==> config.mk <==
export PLATFORM = sky130hd
export DESIGN_NAME = reg_bus_ctrl
export DESIGN_NICKNAME = d
export VERILOG_FILES = /design/src/rtl/bitxor_pkg.sv /design/src/rtl/reg_sel_dec.sv /design/src/rtl/reg_bus_ctrl.sv
export SDC_FILE = /design/constraint.sdc
export NUM_CORES = 1
export LEC_CHECK = 0
export CELL_PAD_IN_SITES_DETAIL_PLACEMENT = 0
export CELL_PAD_IN_SITES_GLOBAL_PLACEMENT = 1
export CORE_ASPECT_RATIO = 0.75
export CORE_MARGIN = 1.5
export CORE_UTILIZATION = 33
export DETAILED_ROUTE_END_ITERATION = 7
export HOLD_SLACK_MARGIN = 0.03
export PLACE_DENSITY_LB_ADDON = 0.3
export SYNTH_ARGS = -nofsm -noshare
export SYNTH_HDL_FRONTEND = slang
export SYNTH_SLANG_ARGS = --single-unit
==> constraint.sdc <==
create_clock -name clk -period 2.22 [get_ports clk]
set_input_delay 0.333 -clock clk [delete_from_list [all_inputs] [get_ports clk]]
set_output_delay 0.333 -clock clk [all_outputs]
set_load 0.03 [all_outputs]
==> src/rtl/bitxor_pkg.sv <==
// Shared definitions for the REG-bus sequencer: operation encodings, FSM states
// and the write-data rule applied in the WR cycle.
package bitxor_pkg;

    typedef enum logic [1:0] {
        OP_MOV = 2'b00,
        OP_XOR = 2'b01,
        OP_CLR = 2'b10,
        OP_SET = 2'b11
    } rbc_op_t;

    typedef enum logic [1:0] {
        IDLE = 2'b00,
        RD_A = 2'b01,
        RD_B = 2'b10,
        WR   = 2'b11
    } rbc_state_t;

    function automatic logic wr_value(input rbc_op_t op, input logic a, input logic b);
        case (op)
            OP_MOV:  return a;
            OP_XOR:  return a ^ b;
            OP_CLR:  return 1'b0;
            default: return 1'b1;
        endcase
    endfunction

endpackage

==> src/rtl/reg_sel_dec.sv <==
// Address decoder for the REG bank: one-hot select gated by an enable, plus a
// range flag for addresses that have no cell behind them.
module reg_sel_dec #(
    parameter int N  = 4,
    parameter int AW = 2
) (
    input  logic [AW-1:0] addr_i,
    input  logic          en_i,
    output logic [N-1:0]  sel_o,
    output logic          oor_o
);

    // An out-of-range address matches no index, so its select stays 0.
    always_comb begin
        oor_o = (int'(addr_i) >= N);
        for (int i = 0; i < N; i++) begin
            sel_o[i] = en_i && (int'(addr_i) == i);
        end
    end

endmodule

==> src/rtl/reg_bus_ctrl.sv <==
// Sequencer that executes MOV/XOR/CLR/SET on a bank of 1-bit REG cells by
// stepping their shared read/write buses through RD_A, RD_B and WR cycles.
module reg_bus_ctrl
    import bitxor_pkg::*;
#(
    parameter int N  = 4,
    parameter int AW = 2
) (
    input  logic          clk,
    input  logic          reset,
    input  logic          cmd_valid,
    output logic          cmd_ready,
    input  logic [1:0]    cmd_op,
    input  logic [AW-1:0] cmd_src,
    input  logic [AW-1:0] cmd_dst,
    output logic [N-1:0]  out_use,
    output logic [N-1:0]  in_use,
    input  logic          bus_in,
    output logic          bus_out,
    output logic          busy,
    output logic          done,
    output logic          err
);

    rbc_state_t    state_q, state_d;
    rbc_op_t       op_q, op_d;
    logic [AW-1:0] src_q, src_d;
    logic [AW-1:0] dst_q, dst_d;
    logic          a_q, a_d;
    logic          b_q, b_d;
    logic          oor_q, oor_d;
    logic          done_q, done_d;
    logic          err_q, err_d;

    logic          is_idle;
    logic [AW-1:0] src_addr, dst_addr;
    logic [N-1:0]  src_sel, dst_sel;
    logic          src_oor, dst_oor;

    // In IDLE the decoders look at the incoming command so its range flag can be
    // latched at the accept edge; their enables are low there, so no select leaks.
    assign is_idle  = (state_q == IDLE);
    assign src_addr = is_idle ? cmd_src : src_q;
    assign dst_addr = is_idle ? cmd_dst : dst_q;

    reg_sel_dec #(.N(N), .AW(AW)) u_src_dec (
        .addr_i (src_addr),
        .en_i   (state_q == RD_A),
        .sel_o  (src_sel),
        .oor_o  (src_oor)
    );

    reg_sel_dec #(.N(N), .AW(AW)) u_dst_dec (
        .addr_i (dst_addr),
        .en_i   ((state_q == RD_B) || (state_q == WR)),
        .sel_o  (dst_sel),
        .oor_o  (dst_oor)
    );

    always_comb begin
        // NOTE: every variable gets a default before the case so no path leaves it unassigned, which would infer a latch.
        state_d = state_q;
        op_d    = op_q;
        src_d   = src_q;
        dst_d   = dst_q;
        a_d     = a_q;
        b_d     = b_q;
        oor_d   = oor_q;
        done_d  = 1'b0;
        err_d   = 1'b0;
        unique case (state_q)
            IDLE: begin
                if (cmd_valid) begin
                    op_d    = rbc_op_t'(cmd_op);
                    src_d   = cmd_src;
                    dst_d   = cmd_dst;
                    oor_d   = src_oor || dst_oor;
                    state_d = (rbc_op_t'(cmd_op) == OP_MOV || rbc_op_t'(cmd_op) == OP_XOR) ? RD_A : WR;
                end
            end
            RD_A: begin
                a_d     = bus_in;
                state_d = (op_q == OP_XOR) ? RD_B : WR;
            end
            RD_B: begin
                b_d     = bus_in;
                state_d = WR;
            end
            WR: begin
                done_d  = 1'b1;
                err_d   = oor_q;
                state_d = IDLE;
            end
        endcase
    end

    always_ff @(posedge clk or posedge reset) begin
        if (reset) begin
            state_q <= IDLE;
            op_q    <= OP_MOV;
            src_q   <= '0;
            dst_q   <= '0;
            a_q     <= 1'b0;
            b_q     <= 1'b0;
            oor_q   <= 1'b0;
            done_q  <= 1'b0;
            err_q   <= 1'b0;
        end else begin
            // NOTE: non-blocking assignments so every register samples pre-edge values, independent of statement order.
            state_q <= state_d;
            op_q    <= op_d;
            src_q   <= src_d;
            dst_q   <= dst_d;
            a_q     <= a_d;
            b_q     <= b_d;
            oor_q   <= oor_d;
            done_q  <= done_d;
            err_q   <= err_d;
        end
    end

    assign cmd_ready = is_idle;
    assign busy      = !is_idle;
    assign out_use   = src_sel | ((state_q == RD_B) ? dst_sel : '0);
    assign in_use    = (state_q == WR) ? dst_sel : '0;
    assign bus_out   = (state_q == WR) ? wr_value(op_q, a_q, b_q) : 1'b0;
    assign done      = done_q;
    assign err       = err_q;

endmodule

==> metrics.txt <==
# TYPE chip_impl_metric gauge
chip_impl_metric{name="max_cap_viols",unit=""} 0
chip_impl_metric{name="slew_violations",unit=""} 0
chip_impl_metric{name="grt_antenna_before_repair",unit=""} 0
chip_impl_metric{name="postSynth.asyncResetShare",unit=""} 1.00
chip_impl_info{name="worst_setup_path_endpoint",value="out_use[2]"} 1
chip_impl_metric{name="initial_utilization",unit=""} 0.353
chip_impl_metric{name="ys_warn_count",unit=""} 0
chip_impl_metric{name="totalPowerFinal",unit="W"} 0.00159
chip_impl_metric{name="clockBufferDepth",unit=""} 2
chip_impl_metric{name="drc",unit=""} 0
chip_impl_metric{name="post-route-min-period",unit="ns"} 2.17
chip_impl_metric{name="core",unit="sq um"} 2010
chip_impl_metric{name="ff2ff_path_depth",unit=""} 5
chip_impl_metric{name="chipWidth",unit="microns"} 56.6
chip_impl_metric{name="yosysUniqueCellTypes",unit=""} 31
chip_impl_metric{name="cts_htree_levels",unit=""} 1
chip_impl_metric{name="vias",unit=""} 663
chip_impl_info{name="rsz_0062_raised_after_global_routing",value="true"} 1
chip_impl_metric{name="post_synth_and_or_nand_nor_area_fraction",unit=""} 0.181
chip_impl_metric{name="postSynthNetCount",unit=""} 90
chip_impl_metric{name="setup.reg_to_reg.worst_slack",unit="ns"} 0.70
chip_impl_metric{name="cts.sink_count",unit=""} 11
chip_impl_metric{name="power.ir.vdd_worst",unit="mV"} 0.703
chip_impl_metric{name="grt_start_max_net_pins",unit=""} 12
chip_impl_metric{name="mapped_cells",unit=""} 76
chip_impl_metric{name="gp_congestion",unit=""} 0.717
chip_impl_metric{name="p_int",unit="W"} 0.000887
chip_impl_metric{name="clkTransAtPathRegs",unit="ns"} 0.07
chip_impl_metric{name="power.share.sequential",unit=""} 0.245
chip_impl_metric{name="hold_ws",unit="ns"} 0.359
chip_impl_metric{name="fmax",unit="MHz"} 460
chip_impl_metric{name="num_rows",unit=""} 14
chip_impl_metric{name="timing.final.setup_violations",unit=""} 0
chip_impl_metric{name="initialDrtViolationCount",unit=""} 9
chip_impl_metric{name="die-height",unit="microns"} 43.2
chip_impl_metric{name="post_synth_xor_area_fraction",unit=""} 0
chip_impl_metric{name="power-per-cell-area",unit="nW/um^2"} 1470
chip_impl_metric{name="synth.ff_latch_count",unit=""} 11
chip_impl_metric{name="nNetsFinal",unit=""} 128
chip_impl_info{name="status",value="finished, final reports clean"} 1
chip_impl_info{name="ys.flop_type",value="dfrtp_1"} 1
chip_impl_metric{name="io_buffers",unit=""} 21
chip_impl_metric{name="met1Wirelength",unit="microns"} 802
chip_impl_metric{name="synth_compound_gate_area_share",unit=""} 0.173
chip_impl_info{name="worstSetupStartpointType",value="flip-flop"} 1
chip_impl_metric{name="drt-vias-per-instance",unit=""} 4.84
chip_impl_metric{name="detailedRoute.firstPassIterationCount",unit=""} 4
chip_impl_info{name="r2r_end",value="dst_q[0]"} 1
chip_impl_info{name="hp-class",value="input port to async pin"} 1
chip_impl_metric{name="finalHoldViolCount",unit=""} 0
chip_impl_metric{name="switching_share",unit=""} 0.441
chip_impl_info{name="cp-end-kind",value="primary output"} 1
chip_impl_info{name="r2r_start",value="state_q[0]"} 1
chip_impl_metric{name="timing.critical_path.required",unit="ns"} 1.89
chip_impl_metric{name="synth.area.mux_share",unit=""} 0.109
chip_impl_metric{name="fp.dieArea",unit="sq um"} 2440
chip_impl_info{name="worst-setup-path-type",value="flip-flop to primary output"} 1
chip_impl_metric{name="antenna_left",unit=""} 0
chip_impl_metric{name="cts_buffers",unit=""} 3
chip_impl_metric{name="total_leakage_power",unit="nW"} 0.533
chip_impl_metric{name="placedInstanceArea",unit="sq um"} 1020
chip_impl_metric{name="power_frac_comb",unit=""} 0.670
chip_impl_metric{name="grt_pass1_vias",unit=""} 714
chip_impl_metric{name="core_util_final",unit=""} 0.536
chip_impl_metric{name="clock_skew",unit="ns"} 0.00336
chip_impl_metric{name="postRouteWirelength",unit="microns"} 1700
chip_impl_metric{name="hpwlAfterDp",unit="microns"} 1370
chip_impl_metric{name="fin_area",unit="sq um"} 1080
chip_impl_metric{name="critical_path_arrival",unit="ns"} 1.84
chip_impl_info{name="main_combinational_cell_family_by_area_after_synthesis",value="simple AND/OR/NAND/NOR gates"} 1
chip_impl_metric{name="fraction_of_the_mapped_netlist_area_in_adder_cells",unit=""} 0.0704
chip_impl_info{name="top_layer_used",value="met3"} 1
chip_impl_metric{name="track_usage",unit=""} 0.164
chip_impl_metric{name="post_synthesis_mean_instance_area",unit="sq um"} 9.35
chip_impl_metric{name="proportion_of_synthesized_chip_area_in_sequential_cells",unit=""} 0.387
chip_impl_metric{name="clock_power_share",unit=""} 0.085
chip_impl_info{name="clock-root-buffer",value="clkbuf_4"} 1
chip_impl_info{name="cp-startpoint",value="state_q[0]"} 1
chip_impl_metric{name="number_of_enable_flip_flop_cells_after_synthesis",unit=""} 0
chip_impl_info{name="tritoncts",value="yes"} 1
chip_impl_metric{name="sum_of_met2_wire_segment_lengths_after_detailed_routing",unit="microns"} 783
chip_impl_metric{name="post-route-period-util",unit=""} 0.979
chip_impl_metric{name="worstPathMaxFanout",unit=""} 6
chip_impl_metric{name="setup_tns",unit="ns"} 0
chip_impl_metric{name="met3_wirelength",unit="microns"} 109
chip_impl_metric{name="grt_remaining_overflow",unit=""} 0
chip_impl_metric{name="layout-drive-gt1-share",unit=""} 0.345
chip_impl_metric{name="io-pin-count",unit=""} 23
chip_impl_metric{name="route.detailed.wl_per_inst",unit="microns"} 12.4
chip_impl_metric{name="power_switching",unit="W"} 0.000699
chip_impl_metric{name="num_antenna_cells",unit=""} 0
chip_impl_metric{name="clock_insertion_delay_worst_skew",unit="ns"} 0.27
chip_impl_metric{name="area.growth.synth_to_final",unit="%"} 51.9
chip_impl_metric{name="grt_pass1_wl",unit="microns"} 3070
chip_impl_metric{name="syn_area",unit="sq um"} 711
registers in the layout, indices dropped and copies added, names as in the netlist:
register  flops
dst_q         2
op_q          2
a_q           1
done          1
src_q         2
state_q       2
b_q           1
cells in the mapped netlist, types with 2 or more instances:
cell type,count,area [sq um]
a221o_1,2,20.0
and2_1,3,18.8
dfrtp_1,11,275
ha_1,4,50.1
inv_1,9,33.8
mux2_2,6,67.6
nand2_1,6,22.5
nand2b_1,2,12.5
nand3_1,2,10.0
nor2_1,5,18.8
nor2b_1,2,12.5
o21ai_0,5,25.0
worst max-delay path, cell delays in order (launching register included):
cell and delay [ns]:
dfrtp_1 0.39, inv_2 0.10, ha_4 0.17, buf_4 0.15
inv_1 0.08, o32ai_2 0.31, a221o_1 0.21, buf_4 0.15
power groups by stage:
stage / registers (W) / logic [W] / clock network (W)
after floorplan: 0.000388 / 0.000613 / 0
after global placement: 0.000382 / 0.00101 / 0
after detailed placement: 0.000389 / 0.00102 / 0
after CTS: 0.000388 / 0.00105 / 0.000144
after global routing: 0.000408 / 0.00116 / 0.000154
final: 0.000389 / 0.00106 / 0.000134
worst min path at each step:
stage,from,to,slack [ns]
floorplan,reset,a_q,0.19
global placement,b_q,b_q,0.52
detailed placement,b_q,b_q,0.51
CTS,reset,a_q,0.37
global route,reset,b_q,0.38
finish,reset,b_q,0.36
through the flow:
step	std cells	setup WS (ns)
global route	137	-0.0462
CTS	137	0.0000906
detailed placement	133	-0.148
global placement	133	-0.144
finish	137	0.0463
floorplan	76	0.0129
cells by family after synthesis:
family,count (synthesis)
other cells,1
mux,7
fa+ha+maj,4
flops,11
simple gates,25
compound gates,17
buf+inv,11
layer usage:
metal	track usage	up-vias
met5	0	-
met4	0.0286	0
met3	0.0610	0
met2	0.274	19
met1	0.204	308
li1	-	336
repair_timing:
action                     in CTS  in global routing
hold endpoints to repair        0                  0
gates resized for setup         7                  8
buffers inserted                0                  0
hold buffers                    0                  0
setup endpoints to repair       5                  6
pin swaps                       0                  1
layout by cell type (no fill, tap or decap):
cell and count:
dfrtp_1 11, nor2b_1 2, inv_1 7, nor2_1 5, o211a_1 1, o22ai_1 1, mux2_2 6, nand3_1 2
buf_6 1, a31oi_1 1, or3_1 1, a32o_1 1, and2_1 3, dlymetal6s2s_1 2, a21boi_0 1, buf_2 1
clkbuf_4 3, a21oi_1 1, clkinv_2 1, nor3b_1 1, nand2_1 6, buf_4 20, nand3b_1 1, clkdlybuf4s50_1 11
inv_2 2, ha_1 2, or2_1 1, nand2b_1 2, a21o_1 1, o21ai_0 5, nor2_2 1, ha_4 1
conb_1 1, a221o_1 2, o32ai_2 1, a22oi_1 1, mux2i_1 1, o221ai_2 1, ha_2 1
cell type report:
cell class | count | area [sq um]
clock buffers | 3 | 22.5
clock inverters | 1 | 5.00
fillers | 198 | 935
inverters | 9 | 33.8
multi-input cells | 54 | 412
flip-flops and latches | 11 | 275
well taps | 24 | 30.0
repair buffers | 35 | 302
No activity file was read; power rests on OpenSTA's default activity.
==> RTL edit 1 (same flow settings) <==
Reset style: synchronous (`reset`), changed in one clocked block.
--- a/src/rtl/reg_bus_ctrl.sv
+++ b/src/rtl/reg_bus_ctrl.sv
@@ -94,7 +94,7 @@
         endcase
     end
 
-    always_ff @(posedge clk or posedge reset) begin
+    always_ff @(posedge clk) begin
         if (reset) begin
             state_q <= IDLE;
             op_q    <= OP_MOV;
Behaviour: differs if reset is asserted again (counterexample within 4 cycles, from zero or initial values and one cycle with reset high); with reset held inactive, the same outputs for 10 cycles.
==> RTL edit 1 against the unedited design <==
Cell area down 6.7%; register-to-register slack better by 0.31 ns; power down 27%; clock skew up 0.00051 ns; area after synthesis up 9.5%; sequential cell count unchanged; setup slack better by 0.15 ns; cell count up 10%; die area up 8.9%; routed wire length down 4.8%; synthesized cell count up 25%; non-clock buffer count down 11.
==> RTL edit 1: results (changes against the unedited design) <==
synth:
  seq_area_frac_synth: 0.283  # -0.104
  synth_commonest_cells: "11 x dfxtp_1, 9 x a21oi_1, 9 x nand2_1"
  synth_compound_area_frac: 0.215  # +0.0429
  ys_top_cells_by_area: "dfxtp_1 28%, ha_1 6.4%, a21oi_1 5.8%"
  yosys_warnings: 0  # unchanged
  synth_xor_area_frac: 0  # unchanged
  netlist_instances: 95  # +25%
  ys_types: 32  # +3.2%
  syn-num-nets: 109  # +21%
  synth-async-reset-ratio: 0  # -1.00
  yosys-mux-area-fraction: 0.0386  # -0.0706
  synthAdderAreaFrac: 0.0643  # -0.00611
setup_path:
  worstRegToRegCells: 5  # unchanged
  crit_arrival_ns: 1.70  # -0.14 ns
  slowest_stage: "dfxtp_2"
  crit_fanout: 10  # +4
  cp-start-kind: "register"
  slowest_delay_ns: 0.37  # -0.02 ns
  r2r_start: "state_q[0]"
  rr_endpoint: "state_q[0]"
  crit_end: "out_use[0]"
  ff2ff_setup_slack_ns: 1.01  # +0.31 ns
placement:
  dp_cells: 147  # +11%
  gp_congestion: 0.710  # -0.93%
  detailed_place_hpwl_mm: 1.30  # -4.7%
  portBuffers: 21  # unchanged
pwr:
  leakagePower_uw: 0.000402  # -25%
  seq_power_uw: 301  # -23%
  max-vdd-ir-drop_v: 0.000514  # -27%
  p_clk_uw: 133
  switching_share: 0.467  # +0.0260
worst_hold_path:
  hold_path_class: "register to register"
  hold_start: "a_q"
  min_to: "a_q"
  holdPathStages: 2
global_route:
  grt_pass1_vias: 613  # -14%
  met2_usage: 0.213  # -0.0611
  grt_use_total: 0.130  # -0.0336
  grt_pass1_wl_mm: 2.62  # -15%
  grt_util_met1: 0.170  # -0.0337
  grt_util_met3: 0.0458  # -0.0151
detailed_routing:
  via_per_inst: 4.74  # -2.0%
  routed_wl_mm: 1.61  # -4.8%
  drtIter0Drc: 10  # +1
  wl_per_cell_um: 10.7  # -14%
  drt-pass1-iter-count: 4  # unchanged
cts:
  clk_pin_slew_ns: 0.06
  postCtsSetupBuffers: 0  # unchanged
  numCtsBuffers: 3  # unchanged
  htreeDepth: 1  # unchanged
run_status:
  outcome: "finished clean"
timing:
  finClkSkew_ns: 0.00387  # +0.000509 ns
finish:
  diodes: 0  # unchanged
  nets: 132  # +3.1%
  nFillCells: 235  # +19%
  drive_gt1_frac: 0.231  # -0.114
## RTL edit 1: cell count changes after synthesis, sizes merged, moves of 4 or more
| cell | unedited run | this run |
|---|---|---|
| nand3 | 2 | 8 |
| dfxtp | 0 | 11 |
| buf | 2 | 6 |
| nand2 | 6 | 10 |
| a21oi | 1 | 9 |
| mux2 | 6 | 0 |
| dfrtp | 11 | 0 |
## RTL edit 1: per-layer routing
layer / vias up / share of wire
met2: 21 / 0.45
met1: 316 / 0.48
met3: 2 / 0.065
met5: - / 0
met4: 0 / 0.0062
li1: 377 / -
## RTL edit 1: logic make-up after synthesis
group,after synthesis
simple gates,39
compound gates,25
buf+inv,12
flops,11
fa+ha+maj,4
mux,3
other cells,1
## RTL edit 1: critical path: cells and delay by family, from the launching register on
| family | cells | cell delay (ns) |
|---|---|---|
| buf+inv | 3 | 0.44 |
| flops | 1 | 0.37 |
| compound gates | 2 | 0.27 |
| fa+ha+maj | 1 | 0.22 |
| simple gates | 1 | 0.13 |
## RTL edit 1: area by class of cell
type,count,area [µm²],share of cell area
Timing Repair Buffer,24,213,0.211
Inverter,6,22.5,0.0224
Clock buffer,4,26.3,0.0261
Tap cell,34,42.5,0.0422
Multi-Input combinational cell,72,480,0.477
Sequential cell,11,223,0.221
## RTL edit 1: metrics by stage
step	cell area, µm²	setup slack, ns	utilization	hold slack, ns	power [µW]
after global placement	968	0.331	0.426	0.487	1020
after CTS	995	0.00259	0.438	0.500	1160
after detailed placement	968	0.303	0.426	0.491	1030
after global routing	1010	0.00737	0.444	0.534	1260
final	1010	0.192	0.444	0.501	1160
after floorplan	778	0.0313	-	0.405	887
## RTL edit 1: what timing repair did
action | CTS | global route
hold buffers | 0 | 0
setup endpoints to repair | 0 | 6
gates resized for setup | 0 | 6
==> RTL edit 2 (config.mk and constraints unchanged) <==
Without the edit above. `N` is set to 4 in 2 places; all go to 8.
--- a/src/rtl/reg_sel_dec.sv
+++ b/src/rtl/reg_sel_dec.sv
@@ -1,7 +1,7 @@
 // Address decoder for the REG bank: one-hot select gated by an enable, plus a
 // range flag for addresses that have no cell behind them.
 module reg_sel_dec #(
-    parameter int N  = 4,
+    parameter int N  = 8,
     parameter int AW = 2
 ) (
     input  logic [AW-1:0] addr_i,
--- a/src/rtl/reg_bus_ctrl.sv
+++ b/src/rtl/reg_bus_ctrl.sv
@@ -3,7 +3,7 @@
 module reg_bus_ctrl
     import bitxor_pkg::*;
 #(
-    parameter int N  = 4,
+    parameter int N  = 8,
     parameter int AW = 2
 ) (
     input  logic          clk,
Interface: changed (resized in_use and out_use); port bits go from 23 to 31. The function was not compared with the original's and may differ.
==> RTL edit 2 against the unedited design <==
Power grew 3.8%; maximum frequency grew 2.4%; area after synthesis grew 8.5%; routed wire length grew 3.1%; largest cell class unchanged; via count grew 4.2%; sequential cell count is the same; critical path type unchanged; cell area grew 4.2%; die area grew 7.9%; setup slack gained 0.051 ns; synthesized cell count grew 11%.
==> RTL edit 2: results (changes against the unedited design) <==
finish:
  seq-cell-share: 0.245  # -0.0102
  buffer_area_frac: 0.261  # -0.0179
  nets: 136  # +6.3%
  multi_input_area_share: 0.413  # +0.0315
  largest_class: "multi-input gates"
  drive_gt1_frac: 0.331  # -0.0146
  n_all_inverters: 9  # unchanged
  signal_buffers: 35  # unchanged
  nFillCells: 218  # +10%
  fin_area_um2: 1120  # +4.2%
  diodes: 0  # unchanged
  final-clk-cell-share: 0.0245  # -0.00102
  multi_input_cells: 62  # +15%
placement:
  place_area_um2: 1050  # +2.9%
  gp_congestion: 0.720  # +0.50%
  detailed_place_hpwl_mm: 1.44  # +5.6%
cts:
  clk_pin_slew_ns: 0.07  # about the same
  clkLatencyLatePin_ns: 0.27  # about the same
  cts_buffer_depth: 2  # unchanged
  postCtsSetupBuffers: 0  # unchanged
timing:
  fin_hold_ws_ns: 0.356  # -0.00311 ns
  finClkSkew_ns: 0.00350  # +0.000137 ns
detailed_routing:
  drtIter0Drc: 29  # +20
  dr_total_vias: 691  # +4.2%
  routed_wl_mm: 1.75  # +3.1%
global_route:
  grt_use_total: 0.146  # -0.0179
  grt_pass1_vias: 613  # -14%
  grt_pass1_wl_mm: 2.78  # -9.4%
  grt_max_degree: 12  # unchanged
pwr:
  leakagePower_uw: 0.000557  # +4.5%
  max-vdd-ir-drop_v: 0.000599  # -15%
synth:
  synth_commonest_cells: "11 x dfrtp_1, 9 x buf_4, 9 x inv_1"
  ys_top_cells_by_area: "dfrtp_1 36%, buf_4 8.8%, mux2_2 8.8%"
  yosys-mux-area-fraction: 0.101  # -0.00851
  synth_compound_area_frac: 0.159  # -0.0134
  synthAdderAreaFrac: 0.0649  # -0.00549
  seq_area_frac_synth: 0.357  # -0.0302
  synth_xor_area_frac: 0  # unchanged
setup_path:
  crit_path_start: "state_q[1]"
  critical-path-top-delay-family: "buffers and inverters"
  crit_end: "out_use[0]"
  crit_arrival_ns: 1.79  # -0.05 ns
  crit_fanout: 4  # -2
  ff2ff_setup_slack_ns: 0.69
  rr_endpoint: "state_q[0]"
  worstRegToRegCells: 6  # +1
run_status:
  outcome: "finished clean"
-- RTL edit 2: power by group --
group | leakage [µW] | internal, µW | switching (µW) | total [µW]
clock network | 0.0000177 | 66.7 | 69.1 | 136
registers | 0.000132 | 303 | 87.0 | 390
logic | 0.000407 | 529 | 592 | 1120
total | 0.000557 | 899 | 748 | 1650
-- RTL edit 2: routing by layer --
metal  share of wire  global-route usage  up-vias
li1                -                   -      347
met1            0.50               0.208      322
met2            0.44               0.216       20
met3           0.055              0.0602        2
met4          0.0034              0.0136        0
met5               0                   0        -
-- RTL edit 2: metrics by stage --
step	utilization	worst slack, ns	power (µW)	cells
finish	0.535	0.0973	1650	145
global route	0.535	0.00915	1780	145
CTS	0.523	-0.0309	1600	145
detailed placement	0.499	-0.141	1430	141
global placement	0.499	-0.145	1410	141
floorplan	-	0.0129	1030	92
-- RTL edit 2: timing repair --
item / 4_1_cts / 5_1_grt
resized for setup: 8 / 9
hold buffers: 0 / 0
setup endpoints to repair: 6 / 5
pin swaps: 0 / 1
